$ cat config.mk
export PLATFORM = sky130hd
export DESIGN_NAME = cache_port_arbiter_flat
export DESIGN_NICKNAME = d
export VERILOG_FILES = /design/src/rtl/cache_port_arbiter_if.sv /design/src/rtl/cache_port_arbiter.sv /design/src/flat_wrapper.sv
export SDC_FILE = /design/constraint.sdc
export NUM_CORES = 1
export LEC_CHECK = 0
export BUFFER_PORTS_ARGS = -buffer_cell sky130_fd_sc_hd__buf_4
export CAP_MARGIN = 10
export CORE_ASPECT_RATIO = 1.25
export CORE_MARGIN = 1
export CORE_UTILIZATION = 51
export CTS_CLUSTER_SIZE = 40
export DETAILED_ROUTE_END_ITERATION = 12
export PLACE_DENSITY = 0.86
export SLEW_MARGIN = 30
export SYNTH_ARGS = -nofsm -noshare
export SYNTH_HDL_FRONTEND = slang
export SYNTH_HIERARCHICAL = 1
export SYNTH_SLANG_ARGS = --single-unit
export TNS_END_PERCENT = 100
$ cat constraint.sdc
create_clock -name i_clk -period 2.9 [get_ports i_clk]
set_input_delay 0.145 -clock i_clk [delete_from_list [all_inputs] [get_ports i_clk]]
set_output_delay 0.145 -clock i_clk [all_outputs]
set_load 0.005 [all_outputs]
$ cat src/rtl/cache_port_arbiter_if.sv
// Bundles the two requester ports and the RAM port A bus driven by cache_port_arbiter.
// slave: the arbiter side; master: requesters plus RAM model.
interface cache_port_arbiter_if #(
    parameter int DATA_WIDTH = 8,
    parameter int ADDR_WIDTH = 14
);
    logic                  i_req0,   i_req1;
    logic                  i_write0, i_write1;
    logic [ADDR_WIDTH-1:0] i_addr0,  i_addr1;
    logic [DATA_WIDTH-1:0] i_data0,  i_data1;
    logic [DATA_WIDTH-1:0] o_data0,  o_data1;
    logic                  o_ack0,   o_ack1;
    logic [ADDR_WIDTH-1:0] o_ram_addr;
    logic [DATA_WIDTH-1:0] o_ram_data;
    logic                  o_ram_write;
    logic                  o_ram_request;
    logic [DATA_WIDTH-1:0] i_ram_q;

    modport slave (
        input  i_req0, i_req1, i_write0, i_write1, i_addr0, i_addr1, i_data0, i_data1, i_ram_q,
        output o_data0, o_data1, o_ack0, o_ack1,
        output o_ram_addr, o_ram_data, o_ram_write, o_ram_request
    );

    modport master (
        output i_req0, i_req1, i_write0, i_write1, i_addr0, i_addr1, i_data0, i_data1, i_ram_q,
        input  o_data0, o_data1, o_ack0, o_ack1,
        input  o_ram_addr, o_ram_data, o_ram_write, o_ram_request
    );
endinterface

$ cat src/rtl/cache_port_arbiter.sv
// Round-robin sequencer sharing RAM port A between CPU (req0) and refill (req1).
// Optional perf counters enabled by defining CACHE_ARB_PERF_EN.

// Per-requester return path: registered ack pulse and held read data.
module cache_port_arbiter_lane #(
    parameter int DATA_WIDTH = 8
) (
    input  logic                  i_clk,
    input  logic                  i_rst_n,
    input  logic                  i_fire,
    input  logic                  i_cap,
    input  logic [DATA_WIDTH-1:0] i_q,
    output logic [DATA_WIDTH-1:0] o_data,
    output logic                  o_ack
);
    always_ff @(posedge i_clk or negedge i_rst_n) begin
        if (!i_rst_n) begin
            o_data <= '0;
            o_ack  <= 1'b0;
        end else begin
            o_ack <= i_fire;
            if (i_cap) o_data <= i_q;
        end
    end
endmodule

module cache_port_arbiter #(
    parameter int DATA_WIDTH = 8,
    parameter int ADDR_WIDTH = 14,
    parameter int RD_LATENCY = 2
) (
    input  logic        i_clk,
    input  logic        i_rst_n,
`ifdef CACHE_ARB_PERF_EN
    output logic [15:0] o_grants0,
    output logic [15:0] o_grants1,
    output logic [15:0] o_conflicts,
`endif
    cache_port_arbiter_if.slave bus
);
    localparam int NUM_REQ = 2;
    // WAIT spans RD_LATENCY-1 cycles, so the counter starts one below that.
    localparam logic [2:0] WAIT_INIT = (RD_LATENCY >= 2) ? 3'(RD_LATENCY - 2) : 3'd0;

    typedef enum logic [1:0] {IDLE, ISSUE, WAIT, CAPTURE} state_t;

    logic [NUM_REQ-1:0]                 req, wr, fire, cap;
    logic [NUM_REQ-1:0][ADDR_WIDTH-1:0] addr;
    logic [NUM_REQ-1:0][DATA_WIDTH-1:0] wdata, rdata;
    logic [NUM_REQ-1:0]                 ack;

    state_t                state;
    logic                  gnt_id, rr_ptr, win;
    logic [2:0]            wait_cnt;
    logic [ADDR_WIDTH-1:0] ram_addr;
    logic [DATA_WIDTH-1:0] ram_data;
    logic                  ram_write, ram_request;

    assign req   = {bus.i_req1,   bus.i_req0};
    assign wr    = {bus.i_write1, bus.i_write0};
    assign addr  = {bus.i_addr1,  bus.i_addr0};
    assign wdata = {bus.i_data1,  bus.i_data0};

    assign bus.o_data0       = rdata[0];
    assign bus.o_data1       = rdata[1];
    assign bus.o_ack0        = ack[0];
    assign bus.o_ack1        = ack[1];
    assign bus.o_ram_addr    = ram_addr;
    assign bus.o_ram_data    = ram_data;
    assign bus.o_ram_write   = ram_write;
    assign bus.o_ram_request = ram_request;

    // rr_ptr names the requester that wins a tie; a lone requester always wins.
    always_comb begin
        win = req[1];
        if (&req) win = rr_ptr;
    end

    always_ff @(posedge i_clk or negedge i_rst_n) begin
        if (!i_rst_n) begin
            state       <= IDLE;
            gnt_id      <= 1'b0;
            rr_ptr      <= 1'b0;
            wait_cnt    <= '0;
            ram_addr    <= '0;
            ram_data    <= '0;
            ram_write   <= 1'b0;
            ram_request <= 1'b0;
        end else begin
            ram_request <= 1'b0;
            case (state)
                IDLE: begin
                    if (|req) begin
                        gnt_id      <= win;
                        rr_ptr      <= ~win;
                        ram_addr    <= addr[win];
                        ram_data    <= wdata[win];
                        ram_write   <= wr[win];
                        ram_request <= 1'b1;
                        state       <= ISSUE;
                    end
                end
                ISSUE: begin
                    if (ram_write) begin
                        state <= IDLE;
                    end else if (RD_LATENCY == 1) begin
                        state <= CAPTURE;
                    end else begin
                        wait_cnt <= WAIT_INIT;
                        state    <= WAIT;
                    end
                end
                WAIT: begin
                    if (wait_cnt == 3'd0) state <= CAPTURE;
                    else                  wait_cnt <= wait_cnt - 3'd1;
                end
                CAPTURE: state <= IDLE;
                default: state <= IDLE;
            endcase
        end
    end

    for (genvar g = 0; g < NUM_REQ; g++) begin : g_lane
        assign cap[g]  = (gnt_id == 1'(g)) && (state == CAPTURE);
        assign fire[g] = cap[g] || ((gnt_id == 1'(g)) && (state == ISSUE) && ram_write);

        cache_port_arbiter_lane #(.DATA_WIDTH(DATA_WIDTH)) u_lane (
            .i_clk   (i_clk),
            .i_rst_n (i_rst_n),
            .i_fire  (fire[g]),
            .i_cap   (cap[g]),
            .i_q     (bus.i_ram_q),
            .o_data  (rdata[g]),
            .o_ack   (ack[g])
        );
    end

`ifdef CACHE_ARB_PERF_EN
    logic [NUM_REQ-1:0][15:0] grants;
    logic [15:0]              conflicts;

    assign o_grants0   = grants[0];
    assign o_grants1   = grants[1];
    assign o_conflicts = conflicts;

    always_ff @(posedge i_clk or negedge i_rst_n) begin
        if (!i_rst_n) begin
            grants    <= '0;
            conflicts <= '0;
        end else if (state == IDLE) begin
            if ((|req) && (grants[win] != 16'hFFFF)) grants[win] <= grants[win] + 16'd1;
            if ((&req) && (conflicts != 16'hFFFF))   conflicts   <= conflicts + 16'd1;
        end
    end
`endif

endmodule

$ cat src/flat_wrapper.sv
// flat-port wrapper written by rule: the top's interface ports become plain ports
module cache_port_arbiter_flat 
#(
    parameter int DATA_WIDTH = 8,
    parameter int ADDR_WIDTH = 14,
    parameter int RD_LATENCY = 2
)
  (i_clk, i_rst_n, bus_i_req0, bus_i_req1, bus_i_write0, bus_i_write1, bus_i_addr0, bus_i_addr1, bus_i_data0, bus_i_data1, bus_i_ram_q, bus_o_data0, bus_o_data1, bus_o_ack0, bus_o_ack1, bus_o_ram_addr, bus_o_ram_data, bus_o_ram_write, bus_o_ram_request);
  cache_port_arbiter_if #(.DATA_WIDTH(DATA_WIDTH), .ADDR_WIDTH(ADDR_WIDTH)) bus_i ();
  input  logic i_clk;
  input  logic i_rst_n;
  input wire logic [$bits(bus_i.i_req0)-1:0] bus_i_req0;
  input wire logic [$bits(bus_i.i_req1)-1:0] bus_i_req1;
  input wire logic [$bits(bus_i.i_write0)-1:0] bus_i_write0;
  input wire logic [$bits(bus_i.i_write1)-1:0] bus_i_write1;
  input wire logic [$bits(bus_i.i_addr0)-1:0] bus_i_addr0;
  input wire logic [$bits(bus_i.i_addr1)-1:0] bus_i_addr1;
  input wire logic [$bits(bus_i.i_data0)-1:0] bus_i_data0;
  input wire logic [$bits(bus_i.i_data1)-1:0] bus_i_data1;
  input wire logic [$bits(bus_i.i_ram_q)-1:0] bus_i_ram_q;
  output wire logic [$bits(bus_i.o_data0)-1:0] bus_o_data0;
  output wire logic [$bits(bus_i.o_data1)-1:0] bus_o_data1;
  output wire logic [$bits(bus_i.o_ack0)-1:0] bus_o_ack0;
  output wire logic [$bits(bus_i.o_ack1)-1:0] bus_o_ack1;
  output wire logic [$bits(bus_i.o_ram_addr)-1:0] bus_o_ram_addr;
  output wire logic [$bits(bus_i.o_ram_data)-1:0] bus_o_ram_data;
  output wire logic [$bits(bus_i.o_ram_write)-1:0] bus_o_ram_write;
  output wire logic [$bits(bus_i.o_ram_request)-1:0] bus_o_ram_request;
  assign bus_i.i_req0 = bus_i_req0;
  assign bus_i.i_req1 = bus_i_req1;
  assign bus_i.i_write0 = bus_i_write0;
  assign bus_i.i_write1 = bus_i_write1;
  assign bus_i.i_addr0 = bus_i_addr0;
  assign bus_i.i_addr1 = bus_i_addr1;
  assign bus_i.i_data0 = bus_i_data0;
  assign bus_i.i_data1 = bus_i_data1;
  assign bus_i.i_ram_q = bus_i_ram_q;
  assign bus_o_data0 = bus_i.o_data0;
  assign bus_o_data1 = bus_i.o_data1;
  assign bus_o_ack0 = bus_i.o_ack0;
  assign bus_o_ack1 = bus_i.o_ack1;
  assign bus_o_ram_addr = bus_i.o_ram_addr;
  assign bus_o_ram_data = bus_i.o_ram_data;
  assign bus_o_ram_write = bus_i.o_ram_write;
  assign bus_o_ram_request = bus_i.o_ram_request;
  cache_port_arbiter #(.DATA_WIDTH(DATA_WIDTH), .ADDR_WIDTH(ADDR_WIDTH), .RD_LATENCY(RD_LATENCY)) u_core (.i_clk(i_clk), .i_rst_n(i_rst_n), .bus(bus_i));
endmodule
### After elaboration in Yosys (flattened, before gate mapping)

Cells that the tools add are included.

* logic and storage cells: 55
* flip-flop bits (word level): 49
* bits of input ports: 58

* add/subtract/negate cells: 1
* mux-type cells: 16
* equality and inequality tests: 7
* $lt $le $gt $ge: 1
* reductions and logical operators: 16
* bitwise operators: 2

Operators by type and width (number)
* 14-bit two-way mux: 2
* 8-bit two-way mux: 2
* 2-bit case mux with 4 select lines: 1
* 1-bit logical AND: 6
* 2-bit two-way mux: 3
* 3-bit two-way mux: 2
* 3-bit case mux with 2 select lines: 1
* 2-bit AND reduction: 3
* 1-bit two-way mux: 5
* 2-bit == test, second input constant: 2
* 2-bit by 1-bit inequality test with 1-bit output, second input constant: 2
* 2-bit inequality test, second input constant: 2
* 3-bit zero test: 1
* 3-bit AND reduction: 1
* 3-bit by 1-bit subtractor with 3-bit output, second input constant: 1
* 2-bit by 1-bit == test with 1-bit output, second input constant: 1
* 2-bit zero test: 1
* 1-bit logical OR: 2
* 1-bit by 2-bit less-than comparator with 1-bit output, second input constant: 1
* 1-bit inverter: 2
* 2-bit nonzero test: 1
* 2-bit OR reduction: 1

### Longest topological paths before layout

* depth in word-level cells: 4
* depth in mapped cells: 6
* depth with buffers taken out: 6

### Modules after synthesis

Netlist, hierarchy kept.

Modules (own cells, without submodules)
* cache_port_arbiter: sequential area each 775.7 sq um, area an instance 1570.3 sq um, times used 1, cells an instance 173
* cache_port_arbiter_lane: sequential area each 225.2 sq um, area an instance 356.6 sq um, times used 2, cells an instance 18

### Worst setup path after synthesis

No wires, ideal clock.

* path kind: register to register
* start: register u_core.state[0]
* end: register u_core.g_lane[1].u_lane.o_data[0]
* buffers on the path: 2
* stages on the path, launching flop included: 5
* slack: 1.537 ns
* arrival: 1.237 ns
* path through: dfrtp_1 clkbuf_1 and3_1 buf_6 mux2_4

* word-level cells in the longest chain between the ends: 2

RTL lines
* from (decl): RTL line cache_port_arbiter.sv:52 `state_t state;`
* from (signal assigned): RTL line cache_port_arbiter.sv:81 `state <= IDLE;`
* from (signal assigned): RTL line cache_port_arbiter.sv:100 `state <= ISSUE;`
* from (signal assigned): RTL line cache_port_arbiter.sv:105 `state <= IDLE;`
* 2-bit == test: RTL line cache_port_arbiter.sv:124 `assign cap[g] = (gnt_id == 1'(g)) && (state == CAPTURE);`
* 1-bit logical AND: RTL line cache_port_arbiter.sv:124
* named net u_core.cap[1]: RTL line cache_port_arbiter.sv:47 `logic [NUM_REQ-1:0] req, wr, fire, cap;`
* to (signal assigned): RTL line cache_port_arbiter.sv:22 `if (i_cap) o_data <= i_q;`
* to (decl): RTL line cache_port_arbiter.sv:13 `output logic [DATA_WIDTH-1:0] o_data,`

The timed path passes the listed nets, and every way through them passes these cells.
A chain may end at the register's enable or synchronous reset.

### Worst setup path after layout

* start: register u_core.state[0]
* end: register u_core.ram_write, in the netlist u_core/bus.o_ram_write

* word-level cells in the longest chain between the ends: 2

RTL lines
* 2-bit zero test: RTL line cache_port_arbiter.sv:91 `case (state)`
* 2-bit AND reduction (no source line)
* to (signal assigned): RTL line cache_port_arbiter.sv:98 `ram_write <= wr[win];`
* to (decl): RTL line cache_port_arbiter.sv:57 `logic ram_write, ram_request;`

No other way between the ends.

==> metrics.md <==
| Metric | Value |
|---|---|
| TritonRoute pass-1 iters | 4 |
| DIE AREA | between 0.004 and 0.005 sq mm |
| Largest stage delay, worst path | around 660 ps |
| N_diodes | 0 |
| R2r setup slk | between 900 and 1000 ps |
| CTS tree | built |
| FF-to-FF Start | u_core/state[0] |
| Ys flop type | dfrtp_1 |
| Yosys top cell by area | dfrtp_1 |
| Crit Path Category | reg -> reg |
| FF-to-FF path depth | 3 |
| Layout Skew | approximately 7.8 ps |
| Worst-path fanout max | 24 |
| CP Launch Point | u_core/state[0] |
| DRC Markers | 0 |
| HP Class | in -> reg |
| Routed vias | roughly 1900 |
| Post-synth top area share | 53.70% |
| Fin area | a little over 0.003 sq mm |
| DR vias/cell | about 5.3 |
| Core Rows | 26 |
| CP Buf/Inv Count | 0 |
| Relative slew slack | 39.57% |
| CTS root buffer | clkbuf_8 |
| VDD IR max | between 0.0006 and 0.0007 V |
| Fin nets | 364 |
| Post-cts gate resize count | 0 |
| First-pass GRT wire length | 8073 um |
| Clock Tree Buf Depth | 2 |
| Synth top cells by count | dfrtp_1, inv_1, o221ai_1 |
| Final hold slack | between 90 and 100 ps |
| Synthesized flop and latch total | 49 |
| Port Buffer Count | between 90 and 100 |
| MaxCap Viol Count | 0 |
| Post-Route WL | ~5200 um |
| Die W | about 62 um |
| Initial Util | 54.41% |
| CP startpoint kind | flop |
| GR Util All Layers | 22.42% |
| Wire per inst | 14.34 um |
| PD cells | 915.7 mW/mm^2 |
| Post-synth EDFFs | 0 |
| Hold_buf cts | 1 |
| Final Cycle Share | between 60% and 70% |
| Synth area leaders | dfrtp_1, mux2_4, o221ai_1, inv_1, o21ai_1 |
| Share of cells above drive strength 1 | between 40 and 50% |
| Syn. warnings | 6 |
| # H-tree levels | 2 |
| Final Hold Viols | 0 |
| Die Y | slightly below 80 um |
| F_max | between 500 and 600 MHz |
| Critical Path Stages | 3 |
| DP Area | about 0.003 sq mm |
| Fin Setup TNS | 0 ps |
| Status | completed |
| Worst Tran Pin Value | approximately 900 ps |
| Area Growth Syn to Fin | 36.22% |
| Syn_area_per_cell | 10.93 sq um |
| Pin count of the biggest net entering global routing | 50 |
| Post-synthesis cell count | 209 |
| Syn Nets | approximately 270 |
| Core area | ~0.0042 sq mm |
| CP required | about 3000 ps |
| P_leak | between 1.5 and 2 nW |
| Initial antenna violation count | 0 |
| Slowest-stage cell, CP | nand3_1 |
| Clock Pin Slew Worst Setup and Hold Paths | approximately 90 ps |
| Terminus of the critical flop-to-flop path | u_core/bus.o_ram_write |
| Tmin final | 1917 ps |
| Fillers | about 300 |
| Grt total ovfl | 0 |
| Setup Buffers After CTS | 0 |
| Slew Limit Fails | 0 |
| Final ANT Viol Nets | 0 |
| HPWL Detailed | between 3000 and 4000 um |
| Largest delay share family, worst path | simple AND/OR/NAND/NOR gates |
| Final Power | 2.848 mW |
| Arrival time at the worst endpoint | roughly 2100 ps |
| Share of flip-flops with an asynchronous set or reset | 100.0% |
| Register area share after synthesis | a little over half |
| RSZ-0062 raised after global routing | no |
| Critical path, cell by cell | nor2_1 > nand3_1 > o221ai_1 |
| GP Congestion | just under 0.8 |
| Crit. End Element | flop |
| Sink Count | 49 |
| Cell Area, Synth | roughly 0.0023 sq mm |
| TritonCTS Buffers | 5 |
| I/O pins | 100 |
| Clk Latency, worst-skew pair | between 200 and 300 ps |
| Post-synth cell types | 22 |
| Vias in the first global route | approximately 1800 |
| Drt initial violations | 107 |
| Crit path to | u_core/bus.o_ram_write |
| Final Setup Violations | 0 |
| Final Util | between 70% and 80% |
-- how the worst min path moves through the flow --
stage / end / start / cells after the start
floorplan: async pin / i_rst_n / 0
global placement: u_core/wait_cnt[0] / i_rst_n / 1
detailed placement: u_core/g_lane[0].u_lane/o_ack / i_rst_n / 1
CTS: u_core/g_lane[1].u_lane/o_data[2] / bus_i_ram_q[2] / 2
global route: u_core/g_lane[1].u_lane/o_data[1] / bus_i_ram_q[1] / 2
finish: u_core/g_lane[1].u_lane/o_data[2] / bus_i_ram_q[2] / 2
-- layout by cell type, fill, tap and decap left out, drive strengths merged, types with 2 or more instances in the layout --
| cell type | Yosys | routed |
|---|---|---|
| buf | 10 | 100 |
| inv | 49 | 49 |
| dfrtp | 49 | 49 |
| o21ai | 28 | 28 |
| o221ai | 23 | 23 |
| mux2 | 16 | 16 |
| nor2 | 9 | 9 |
| clkbuf | 3 | 6 |
| nand2 | 4 | 4 |
| nor2b | 4 | 4 |
| a221oi | 3 | 3 |
| clkinvlp | 0 | 2 |
| nand3 | 2 | 2 |
| a21o | 2 | 2 |
| ha | 2 | 2 |
-- through the flow --
| step | setup slack [ps] | std cells |
|---|---|---|
| after floorplan | 1537 | 209 |
| after global placement | 1028 | 352 |
| after detailed placement | 1003 | 352 |
| after CTS | 984.7 | 361 |
| after global routing | 780.2 | 361 |
| final | 982.8 | 361 |
-- logic make-up after synthesis --
| group | share of synthesized area [%] |
|---|---|
| flops | 53.70 |
| simple gates | 5.206 |
| mux | 10.52 |
| fa+ha+maj | 1.096 |
| buf+inv | 12.38 |
| compound gates | 17.10 |
-- area by class of cell --
cell class	count	area [sq um]	area share, %
timing repair buffer	101	760.7	24.46
inverter	49	183.9	5.913
clock buffer	6	72.57	2.333
multi-input combinational	98	782.0	25.14
clock inverter	2	15.01	0.4827
sequential	49	1226	39.42
tap	56	70.07	2.253
-- state kept, by name (all words and copies together), names as in the netlist, named ones only --
name,cells
u_core/g_lane.u_lane/o_data,16
u_core/bus.o_ram_addr,14
u_core/bus.o_ram_data,8
u_core/wait_cnt,3
u_core/g_lane.u_lane/o_ack,2
u_core/bus.o_ram_request,1
u_core/bus.o_ram_write,1
u_core/gnt_id,1
u_core/rr_ptr,1
u_core/state,1
-- per-layer routing --
layer / part of all wire [%] / global-route usage [%] / wire, um
met1: 42 / 28.80 / 2165
met2: 49 / 35.70 / 2531
met3: 6.8 / 4.722 / 351
met4: 2.5 / 9.556 / 127
met5: 0 / 0 / 0
-- power by group --
| part | switching (mW) | internal [mW] | leakage (nW) |
|---|---|---|---|
| Combinational | 0.502 | 0.758 | 1.01 |
| Clock | 0.212 | 0.170 | 0.0374 |
| Sequential | 0.208 | 0.998 | 0.607 |
| Total | 0.922 | 1.93 | 1.65 |
Note: power is estimated with default switching activity, not from simulation.
